--- config.mk ---
export PLATFORM = sky130hd
export DESIGN_NAME = reg_lcd_display
export DESIGN_NICKNAME = d
export VERILOG_FILES = /design/src/rtl/reg_lcd_pkg.sv /design/src/rtl/reg_lcd_display_writer.sv /design/src/rtl/reg_lcd_display.sv
export SDC_FILE = /design/constraint.sdc
export NUM_CORES = 1
export LEC_CHECK = 0
export CORE_ASPECT_RATIO = 1.4
export CORE_MARGIN = 3
export CORE_UTILIZATION = 25
export CTS_CLUSTER_DIAMETER = 120
export CTS_CLUSTER_SIZE = 8
export DETAILED_ROUTE_END_ITERATION = 10
export PLACE_DENSITY = 0.48
export SLEW_MARGIN = 20
export SYNTH_ARGS = -nofsm -noshare
export SYNTH_HDL_FRONTEND = slang
export SYNTH_SLANG_ARGS = --single-unit
export TNS_END_PERCENT = 5
--- constraint.sdc ---
create_clock -name clk -period 5.91 [get_ports clk]
set_input_delay 0.8865 -clock clk [delete_from_list [all_inputs] [get_ports clk]]
set_output_delay 0.8865 -clock clk [all_outputs]
set_load 0.05 [all_outputs]
--- src/rtl/reg_lcd_pkg.sv ---
// Shared types and constants for the register-map LCD viewer.
// No logic, no latency, no backpressure.
package reg_lcd_pkg;

   typedef enum logic [2:0] {
      ST_PWRUP,
      ST_INIT,
      ST_SNAP,
      ST_L1_ADDR,
      ST_L1_CHARS,
      ST_L2_ADDR,
      ST_L2_CHARS,
      ST_WAIT
   } lcd_state_t;

   typedef enum logic [1:0] {
      PH_IDLE,
      PH_SETUP,
      PH_PULSE,
      PH_HOLD
   } wr_phase_t;

   localparam logic [7:0] CMD_FUNC_SET = 8'h38;
   localparam logic [7:0] CMD_DISP_ON  = 8'h0C;
   localparam logic [7:0] CMD_CLEAR    = 8'h01;
   localparam logic [7:0] CMD_ENTRY    = 8'h06;
   localparam logic [7:0] CMD_LINE1    = 8'h80;
   localparam logic [7:0] CMD_LINE2    = 8'hC0;

   localparam logic [7:0] ASC_SPACE = 8'h20;
   localparam logic [7:0] ASC_COLON = 8'h3A;
   localparam logic [7:0] ASC_0     = 8'h30;
   localparam logic [7:0] ASC_A     = 8'h41;
   localparam logic [7:0] ASC_B     = 8'h42;
   localparam logic [7:0] ASC_C     = 8'h43;
   localparam logic [7:0] ASC_D     = 8'h44;
   localparam logic [7:0] ASC_V     = 8'h56;
   localparam logic [7:0] ASC_Z     = 8'h5A;

   // A zero-length interval is meaningless for the LCD; run it as one cycle.
   function automatic int unsigned cyc_min1(input int unsigned v);
      return (v == 0) ? 1 : v;
   endfunction

   function automatic int unsigned max2(input int unsigned a, input int unsigned b);
      return (a > b) ? a : b;
   endfunction

   function automatic logic [7:0] hex_ascii(input logic [3:0] n);
      if (n < 4'd10)
         return ASC_0 + {4'h0, n};
      else
         return ASC_A + {4'h0, n} - 8'd10;
   endfunction

endpackage

--- src/rtl/reg_lcd_display_writer.sv ---
// One HD44780 byte write: SETUP (1) -> PULSE (E_PULSE) -> HOLD (cmd or clear wait).
// Accepts start when idle or in the last HOLD cycle, so writes chain back to back.
module lcd_byte_writer
   import reg_lcd_pkg::*;
#(
   parameter int unsigned E_PULSE_CYC    = 25,
   parameter int unsigned CMD_WAIT_CYC   = 2500,
   parameter int unsigned CLEAR_WAIT_CYC = 100000,
   parameter int unsigned CNT_W          = 17
) (
   input  logic       clk,
   input  logic       rst_n,
   input  logic       start,
   input  logic [7:0] wr_byte,
   input  logic       wr_rs,
   input  logic       long_wait,
   output logic       busy,
   output logic       done,
   output logic       lcd_e,
   output logic       lcd_rs,
   output logic [7:0] lcd_data
);

   localparam logic [CNT_W-1:0] PULSE_LAST = CNT_W'(cyc_min1(E_PULSE_CYC) - 1);
   localparam logic [CNT_W-1:0] CMD_LAST   = CNT_W'(cyc_min1(CMD_WAIT_CYC) - 1);
   localparam logic [CNT_W-1:0] CLEAR_LAST = CNT_W'(cyc_min1(CLEAR_WAIT_CYC) - 1);

   wr_phase_t        phase;
   logic [CNT_W-1:0] cnt;
   logic             long_q;
   logic             accept;

   assign done   = (phase == PH_HOLD) && (cnt == '0);
   assign busy   = (phase != PH_IDLE);
   assign accept = start && ((phase == PH_IDLE) || done);

   // lcd_e is its own flop so the strobe never glitches on a phase decode.
   always_ff @(posedge clk or negedge rst_n) begin
      if (!rst_n) begin
         phase    <= PH_IDLE;
         cnt      <= '0;
         long_q   <= 1'b0;
         lcd_e    <= 1'b0;
         lcd_rs   <= 1'b0;
         lcd_data <= 8'h00;
      end else if (accept) begin
         phase    <= PH_SETUP;
         cnt      <= '0;
         long_q   <= long_wait;
         lcd_rs   <= wr_rs;
         lcd_data <= wr_byte;
      end else begin
         case (phase)
            PH_SETUP: begin
               phase <= PH_PULSE;
               cnt   <= PULSE_LAST;
               lcd_e <= 1'b1;
            end
            PH_PULSE: begin
               if (cnt == '0) begin
                  phase <= PH_HOLD;
                  lcd_e <= 1'b0;
                  cnt   <= long_q ? CLEAR_LAST : CMD_LAST;
               end else begin
                  cnt <= cnt - CNT_W'(1);
               end
            end
            PH_HOLD: begin
               if (cnt == '0)
                  phase <= PH_IDLE;
               else
                  cnt <= cnt - CNT_W'(1);
            end
            default: ;
         endcase
      end
   end

endmodule

--- src/rtl/reg_lcd_display.sv ---
// Snapshots reg_a..reg_d/flags and redraws them as hex text on a 16x2 HD44780 LCD.
// Frame = 34 chained byte writes then REFRESH_CYC idle; the LCD bus has no backpressure.
module reg_lcd_display
   import reg_lcd_pkg::*;
#(
   parameter int unsigned POWERUP_CYC    = 750000,
   parameter int unsigned E_PULSE_CYC    = 25,
   parameter int unsigned CMD_WAIT_CYC   = 2500,
   parameter int unsigned CLEAR_WAIT_CYC = 100000,
   parameter int unsigned REFRESH_CYC    = 5000000
) (
   input  logic       clk,
   input  logic       rst_n,
   input  logic [7:0] reg_a,
   input  logic [7:0] reg_b,
   input  logic [7:0] reg_c,
   input  logic [7:0] reg_d,
   input  logic [7:0] flags,
   output logic       lcd_rs,
   output logic       lcd_rw,
   output logic       lcd_e,
   output logic [7:0] lcd_data,
   output logic       frame_done
);

   localparam int unsigned PWR_N   = cyc_min1(POWERUP_CYC);
   localparam int unsigned REF_N   = cyc_min1(REFRESH_CYC);
   localparam int unsigned MAX_CYC = max2(max2(PWR_N, REF_N),
                                          max2(cyc_min1(CLEAR_WAIT_CYC),
                                               max2(cyc_min1(E_PULSE_CYC), cyc_min1(CMD_WAIT_CYC))));
   localparam int unsigned CNT_W   = $clog2(MAX_CYC + 1);

   localparam logic [CNT_W-1:0] PWR_LAST = CNT_W'(PWR_N - 1);
   localparam logic [CNT_W-1:0] REF_LAST = CNT_W'(REF_N - 1);

   lcd_state_t       state, state_nxt;
   logic [3:0]       idx, idx_nxt;
   logic [CNT_W-1:0] wait_cnt, wait_nxt;
   logic             fd_nxt;
   logic [7:0]       sh_a, sh_b, sh_c, sh_d;
   logic [2:0]       sh_flags;

   logic             wr_go, wr_start, wr_busy, wr_done, wr_rs, long_wait;
   logic [7:0]       wr_byte;
   logic             unused_flags;

   assign unused_flags = ^flags[7:3];
   assign lcd_rw       = 1'b0;

   function automatic logic [7:0] line1_char(input logic [3:0] i, input logic [7:0] a,
                                             input logic [7:0] b, input logic [7:0] c);
      logic [7:0] ch;
      case (i)
         4'd0:    ch = ASC_A;
         4'd2:    ch = hex_ascii(a[7:4]);
         4'd3:    ch = hex_ascii(a[3:0]);
         4'd5:    ch = ASC_B;
         4'd7:    ch = hex_ascii(b[7:4]);
         4'd8:    ch = hex_ascii(b[3:0]);
         4'd10:   ch = ASC_C;
         4'd12:   ch = hex_ascii(c[7:4]);
         4'd13:   ch = hex_ascii(c[3:0]);
         4'd1, 4'd6, 4'd11: ch = ASC_COLON;
         default: ch = ASC_SPACE;
      endcase
      return ch;
   endfunction

   function automatic logic [7:0] line2_char(input logic [3:0] i, input logic [7:0] d,
                                             input logic [2:0] f);
      logic [7:0] ch;
      case (i)
         4'd0:    ch = ASC_D;
         4'd2:    ch = hex_ascii(d[7:4]);
         4'd3:    ch = hex_ascii(d[3:0]);
         4'd5:    ch = ASC_V;
         4'd7:    ch = ASC_0 + {7'h00, f[0]};
         4'd9:    ch = ASC_Z;
         4'd11:   ch = ASC_0 + {7'h00, f[1]};
         4'd13:   ch = ASC_C;
         4'd15:   ch = ASC_0 + {7'h00, f[2]};
         4'd1, 4'd6, 4'd10, 4'd14: ch = ASC_COLON;
         default: ch = ASC_SPACE;
      endcase
      return ch;
   endfunction

   // The byte launched this cycle belongs to the state/index we are moving into,
   // which lets the next SETUP start straight out of the previous HOLD.
   always_comb begin
      state_nxt = state;
      idx_nxt   = idx;
      wait_nxt  = wait_cnt;
      wr_go     = 1'b0;
      fd_nxt    = 1'b0;
      case (state)
         ST_PWRUP: begin
            if (wait_cnt == PWR_LAST) begin
               state_nxt = ST_INIT;
               idx_nxt   = 4'd0;
               wait_nxt  = '0;
               wr_go     = 1'b1;
            end else begin
               wait_nxt = wait_cnt + CNT_W'(1);
            end
         end
         ST_INIT: begin
            if (wr_done) begin
               if (idx == 4'd3) begin
                  state_nxt = ST_SNAP;
                  idx_nxt   = 4'd0;
               end else begin
                  idx_nxt = idx + 4'd1;
                  wr_go   = 1'b1;
               end
            end
         end
         ST_SNAP: begin
            state_nxt = ST_L1_ADDR;
            wr_go     = 1'b1;
         end
         ST_L1_ADDR, ST_L2_ADDR: begin
            if (wr_done) begin
               state_nxt = (state == ST_L1_ADDR) ? ST_L1_CHARS : ST_L2_CHARS;
               idx_nxt   = 4'd0;
               wr_go     = 1'b1;
            end
         end
         ST_L1_CHARS: begin
            if (wr_done) begin
               wr_go = 1'b1;
               if (idx == 4'd15)
                  state_nxt = ST_L2_ADDR;
               else
                  idx_nxt = idx + 4'd1;
            end
         end
         ST_L2_CHARS: begin
            if (wr_done) begin
               if (idx == 4'd15) begin
                  state_nxt = ST_WAIT;
                  idx_nxt   = 4'd0;
                  wait_nxt  = '0;
                  fd_nxt    = 1'b1;
               end else begin
                  idx_nxt = idx + 4'd1;
                  wr_go   = 1'b1;
               end
            end
         end
         ST_WAIT: begin
            if (wait_cnt == REF_LAST) begin
               state_nxt = ST_SNAP;
               wait_nxt  = '0;
            end else begin
               wait_nxt = wait_cnt + CNT_W'(1);
            end
         end
         default: state_nxt = ST_PWRUP;
      endcase
   end

   always_comb begin
      wr_byte = 8'h00;
      wr_rs   = 1'b0;
      case (state_nxt)
         ST_INIT: begin
            case (idx_nxt)
               4'd0:    wr_byte = CMD_FUNC_SET;
               4'd1:    wr_byte = CMD_DISP_ON;
               4'd2:    wr_byte = CMD_CLEAR;
               default: wr_byte = CMD_ENTRY;
            endcase
         end
         ST_L1_ADDR: wr_byte = CMD_LINE1;
         ST_L2_ADDR: wr_byte = CMD_LINE2;
         ST_L1_CHARS: begin
            wr_rs   = 1'b1;
            wr_byte = line1_char(idx_nxt, sh_a, sh_b, sh_c);
         end
         ST_L2_CHARS: begin
            wr_rs   = 1'b1;
            wr_byte = line2_char(idx_nxt, sh_d, sh_flags);
         end
         default: ;
      endcase
   end

   assign long_wait = !wr_rs && (wr_byte == CMD_CLEAR);
   assign wr_start  = wr_go && (!wr_busy || wr_done);

   always_ff @(posedge clk or negedge rst_n) begin
      if (!rst_n) begin
         state      <= ST_PWRUP;
         idx        <= 4'd0;
         wait_cnt   <= '0;
         frame_done <= 1'b0;
         sh_a       <= 8'h00;
         sh_b       <= 8'h00;
         sh_c       <= 8'h00;
         sh_d       <= 8'h00;
         sh_flags   <= 3'b000;
      end else begin
         state      <= state_nxt;
         idx        <= idx_nxt;
         wait_cnt   <= wait_nxt;
         frame_done <= fd_nxt;
         if (state == ST_SNAP) begin
            sh_a     <= reg_a;
            sh_b     <= reg_b;
            sh_c     <= reg_c;
            sh_d     <= reg_d;
            sh_flags <= flags[2:0];
         end
      end
   end

   lcd_byte_writer #(
      .E_PULSE_CYC    (E_PULSE_CYC),
      .CMD_WAIT_CYC   (CMD_WAIT_CYC),
      .CLEAR_WAIT_CYC (CLEAR_WAIT_CYC),
      .CNT_W          (CNT_W)
   ) u_writer (
      .clk       (clk),
      .rst_n     (rst_n),
      .start     (wr_start),
      .wr_byte   (wr_byte),
      .wr_rs     (wr_rs),
      .long_wait (long_wait),
      .busy      (wr_busy),
      .done      (wr_done),
      .lcd_e     (lcd_e),
      .lcd_rs    (lcd_rs),
      .lcd_data  (lcd_data)
   );

endmodule

==> flow_summary.toml <==
[run_status]
status = "complete, no violations"

[global_routing]
grt_pass1_wl_mm = 31.3
gr-total-overflow = 0
grt_use_total = 0.135
antenna_found_initial = 0
grt_max_degree = 54
grt_pass1_vias = 5984

[critical_path]
slowest_delay_ns = 0.62
setup.worst_path.class = "reg2reg"
r2r_slack_ns = 1.59
critical_path_required_ns = 6.21
endpoint_kind = "flip-flop"
crit_path_max_fanout = 27
crit_arrival_ns = 4.62
reg2reg_depth = 12
cp_slowest_cell = "a311oi_4"
startpoint_type = "flip-flop"
crit_chain = "ha_1 -> nor4b_1 -> and2_1 -> nand3_1 -> and3_1 -> a311oi_4 -> inv_2 -> nand2_1 -> o2111ai_1 -> a221o_1 -> a21oi_2 -> a32o_1"

[layout]
area_growth_pct = 15.3
layout_common_cells = "dfrtp_1, nand2_1, o21ai_0, nor2_1, a21oi_1"
final_area_mm2 = 0.00774
fin_nets = 890
drive_gt1_frac = 0.0789
final_common_cell = "dfrtp_1"
multi_input_area_mm2 = 0.00382
seqCellArea_mm2 = 0.00255
fillers = 2835
n_antenna_cell = 0

[clock_network]
clk_pin_slew_worst_paths_ns = 0.08
postCtsHoldBufs = 0
post_cts_buffers = 0
cts_buffers = 9
clk_path_buf_depth = 2
cts_resized = 0
cts.sinks = 102
ctsHtreeMaxLevel = 3
clk-insertion-delay-late_ns = 0.36
cts_tree = "built"
cts-root-buf = "clkbuf_16"

[synth]
ys_types = 82
yosys_warnings = 0
synth_xor_area_frac = 0.0391
ys_ff_latch = 102
synthAdderAreaFrac = 0.0317
syn_inst = 809
synth_mux_area_frac = 0.0300
synth_compound_area_frac = 0.232
syn-num-nets = 868
synth_top_family_by_area = "simple AND/OR/NAND/NOR gates"
synthFlopType = "dfrtp_1"
synthArstFlopShare = 1.00
synth-edff-count = 0
syn_avg_cell_area_um2 = 8.30
synthSimpleGateAreaFrac = 0.234
mappedNetlistArea_mm2 = 0.00671
ys_seq_area_frac = 0.380

[floorplanning]
start_util = 0.256
dieHeight_um = 200
ioPinCount = 54
core_area_mm2 = 0.0263
rows = 70
die_area_mm2 = 0.0289
chipWidth_um = 145

[route]
post_drt_wl_per_cell_um = 16.6
drt_pass1_iterations = 4
vias = 6046
postRouteAntennaNets = 0
post-route-drc-count = 0
avgViaCountPerCell = 5.21
wirelength_mm = 19.2
drt_iter0_drc = 439

[run]
maxCapViolations = 0

[hold_path]
hold_class = "reg2reg"
min_path_cells = 1

[sta]
setup_ws_ns = 1.59
setup_viol = 0
fmax_mhz = 232
hold_viol = 0
maxSlewHeadroom = 0.266
tightest_slew_ns = 1.10
rsz0062_at_grt = "no"
setup_tns_ns = 0
post-route-period-util = 0.730
finClkSkew_ns = 0.0127
fin_crit_ns = 4.32
drv_slew = 0

[placed_design]
hpwl_mm = 14.0
dpl_worst_slack_ns = 1.62
io_buffers = 47
dpl_cell_area_mm2 = 0.00743
gp_congestion = 0.889

[power_and_ir_drop]
peakVddDrop_mv = 0.132
power_density_mw_per_mm2 = 181
p_leak_nw = 3.29
## state kept, by name, summed over array words and instances (netlist names), 4 cells and up
signal and cells:
idx 4, sh_a 8, u_writer.cnt 23, sh_d 8, sh_b 8, sh_c 8
wait_cnt 23, u_writer.lcd_data 8
## Yosys cell counts, drive strengths merged, types with 3 or more instances
cell type	count	area (µm²)
or2	7	43.8
xor2	14	123
o2111ai	3	26.3
a2111oi	3	32.5
a311oi	4	52.6
o22a	4	35.0
or3	11	73.8
a21oi	48	244
nor2	80	308
o21ai	96	484
nand2b	10	62.6
a21boi	7	52.6
dfrtp	102	2550
nor3b	4	30.0
o31ai	8	60.1
buf	20	125
xnor2	16	140
nor3	26	130
a32oi	5	43.8
nor4b	5	43.8
o22ai	8	56.3
and2	4	25.0
a32o	3	30.0
inv	40	150
o31a	6	52.6
ha	17	213
nand4	13	81.3
clkbuf	20	75.1
nor4	9	83.8
nand3	23	115
a31oi	9	56.3
o21a	7	53.8
and3	10	62.6
mux2	17	191
nor2b	8	50.1
nand2	97	367
a211oi	7	52.6
o221ai	3	26.3
## path summary, 6_finish.rpt
check	to	startpoint
worst max-delay path	u_writer.long_q$_DFFE_PN0P_	u_writer.phase[1]$_DFFE_PN0P_
worst min-delay path	u_writer.lcd_rs$_DFFE_PN0P_	u_writer.lcd_rs$_DFFE_PN0P_
worst max register to register	u_writer.long_q$_DFFE_PN0P_	u_writer.phase[1]$_DFFE_PN0P_
worst min register to register	u_writer.lcd_rs$_DFFE_PN0P_	u_writer.lcd_rs$_DFFE_PN0P_
max in group asynchronous	idx[1]$_DFF_PN0_	rst_n
min in group asynchronous	sh_a[6]$_DFFE_PN0P_	rst_n
## critical path: cells and delay by family (launching register included)
| family | cells | cell delay [ns] |
|---|---|---|
| compound gates | 5 | 1.56 |
| simple gates | 5 | 1.47 |
| flops | 1 | 0.44 |
| buf+inv | 1 | 0.40 |
| fa+ha+maj | 1 | 0.38 |
## routing by layer
| layer | vias up | global-route usage | wire, µm |
|---|---|---|---|
| met5 | - | 0 | 0 |
| met4 | 0 | 0.0626 | 841 |
| li1 | 2959 | - | - |
| met2 | 118 | 0.236 | 9720 |
| met1 | 2926 | 0.162 | 8180 |
| met3 | 43 | 0.0229 | 498 |
## stage by stage
stage / hold slack [ns] / power (W) / utilization / cells
after floorplan: 0.468 / 0.000713 / - / 809
after global placement: 0.478 / 0.000753 / 0.283 / 1144
after detailed placement: 0.507 / 0.000753 / 0.283 / 1144
after CTS: 0.525 / 0.00142 / 0.295 / 1160
after global routing: 0.563 / 0.00145 / 0.295 / 1160
final: 0.515 / 0.00140 / 0.295 / 1160
## cell type report
| cell class | instances | area share |
|---|---|---|
| multi-input combinational | 627 | 0.494 |
| clock inverter | 6 | 0.0112 |
| tap | 324 | 0.0524 |
| inverter | 40 | 0.0194 |
| timing repair buffer | 51 | 0.0643 |
| sequential | 102 | 0.330 |
| clock buffer | 10 | 0.0296 |
## power by group
part | internal [W] | leakage, nW | switching [W]
registers | 0.000697 | 1.31 | 0
logic | 0.0000210 | 1.84 | 0.0000185
clock network | 0.000372 | 0.152 | 0.000292
total | 0.00109 | 3.29 | 0.000310
## cell families after synthesis
logic type / Yosys count
adders and majority gates: 17
xor gates and xnor gates: 30
buffers and inverters: 80
other: 1
DFF: 102
AOI/OAI and AO/OA: 244
muxes: 18
and+or+nand+nor: 317
No activity file was read; power rests on OpenSTA's default activity.
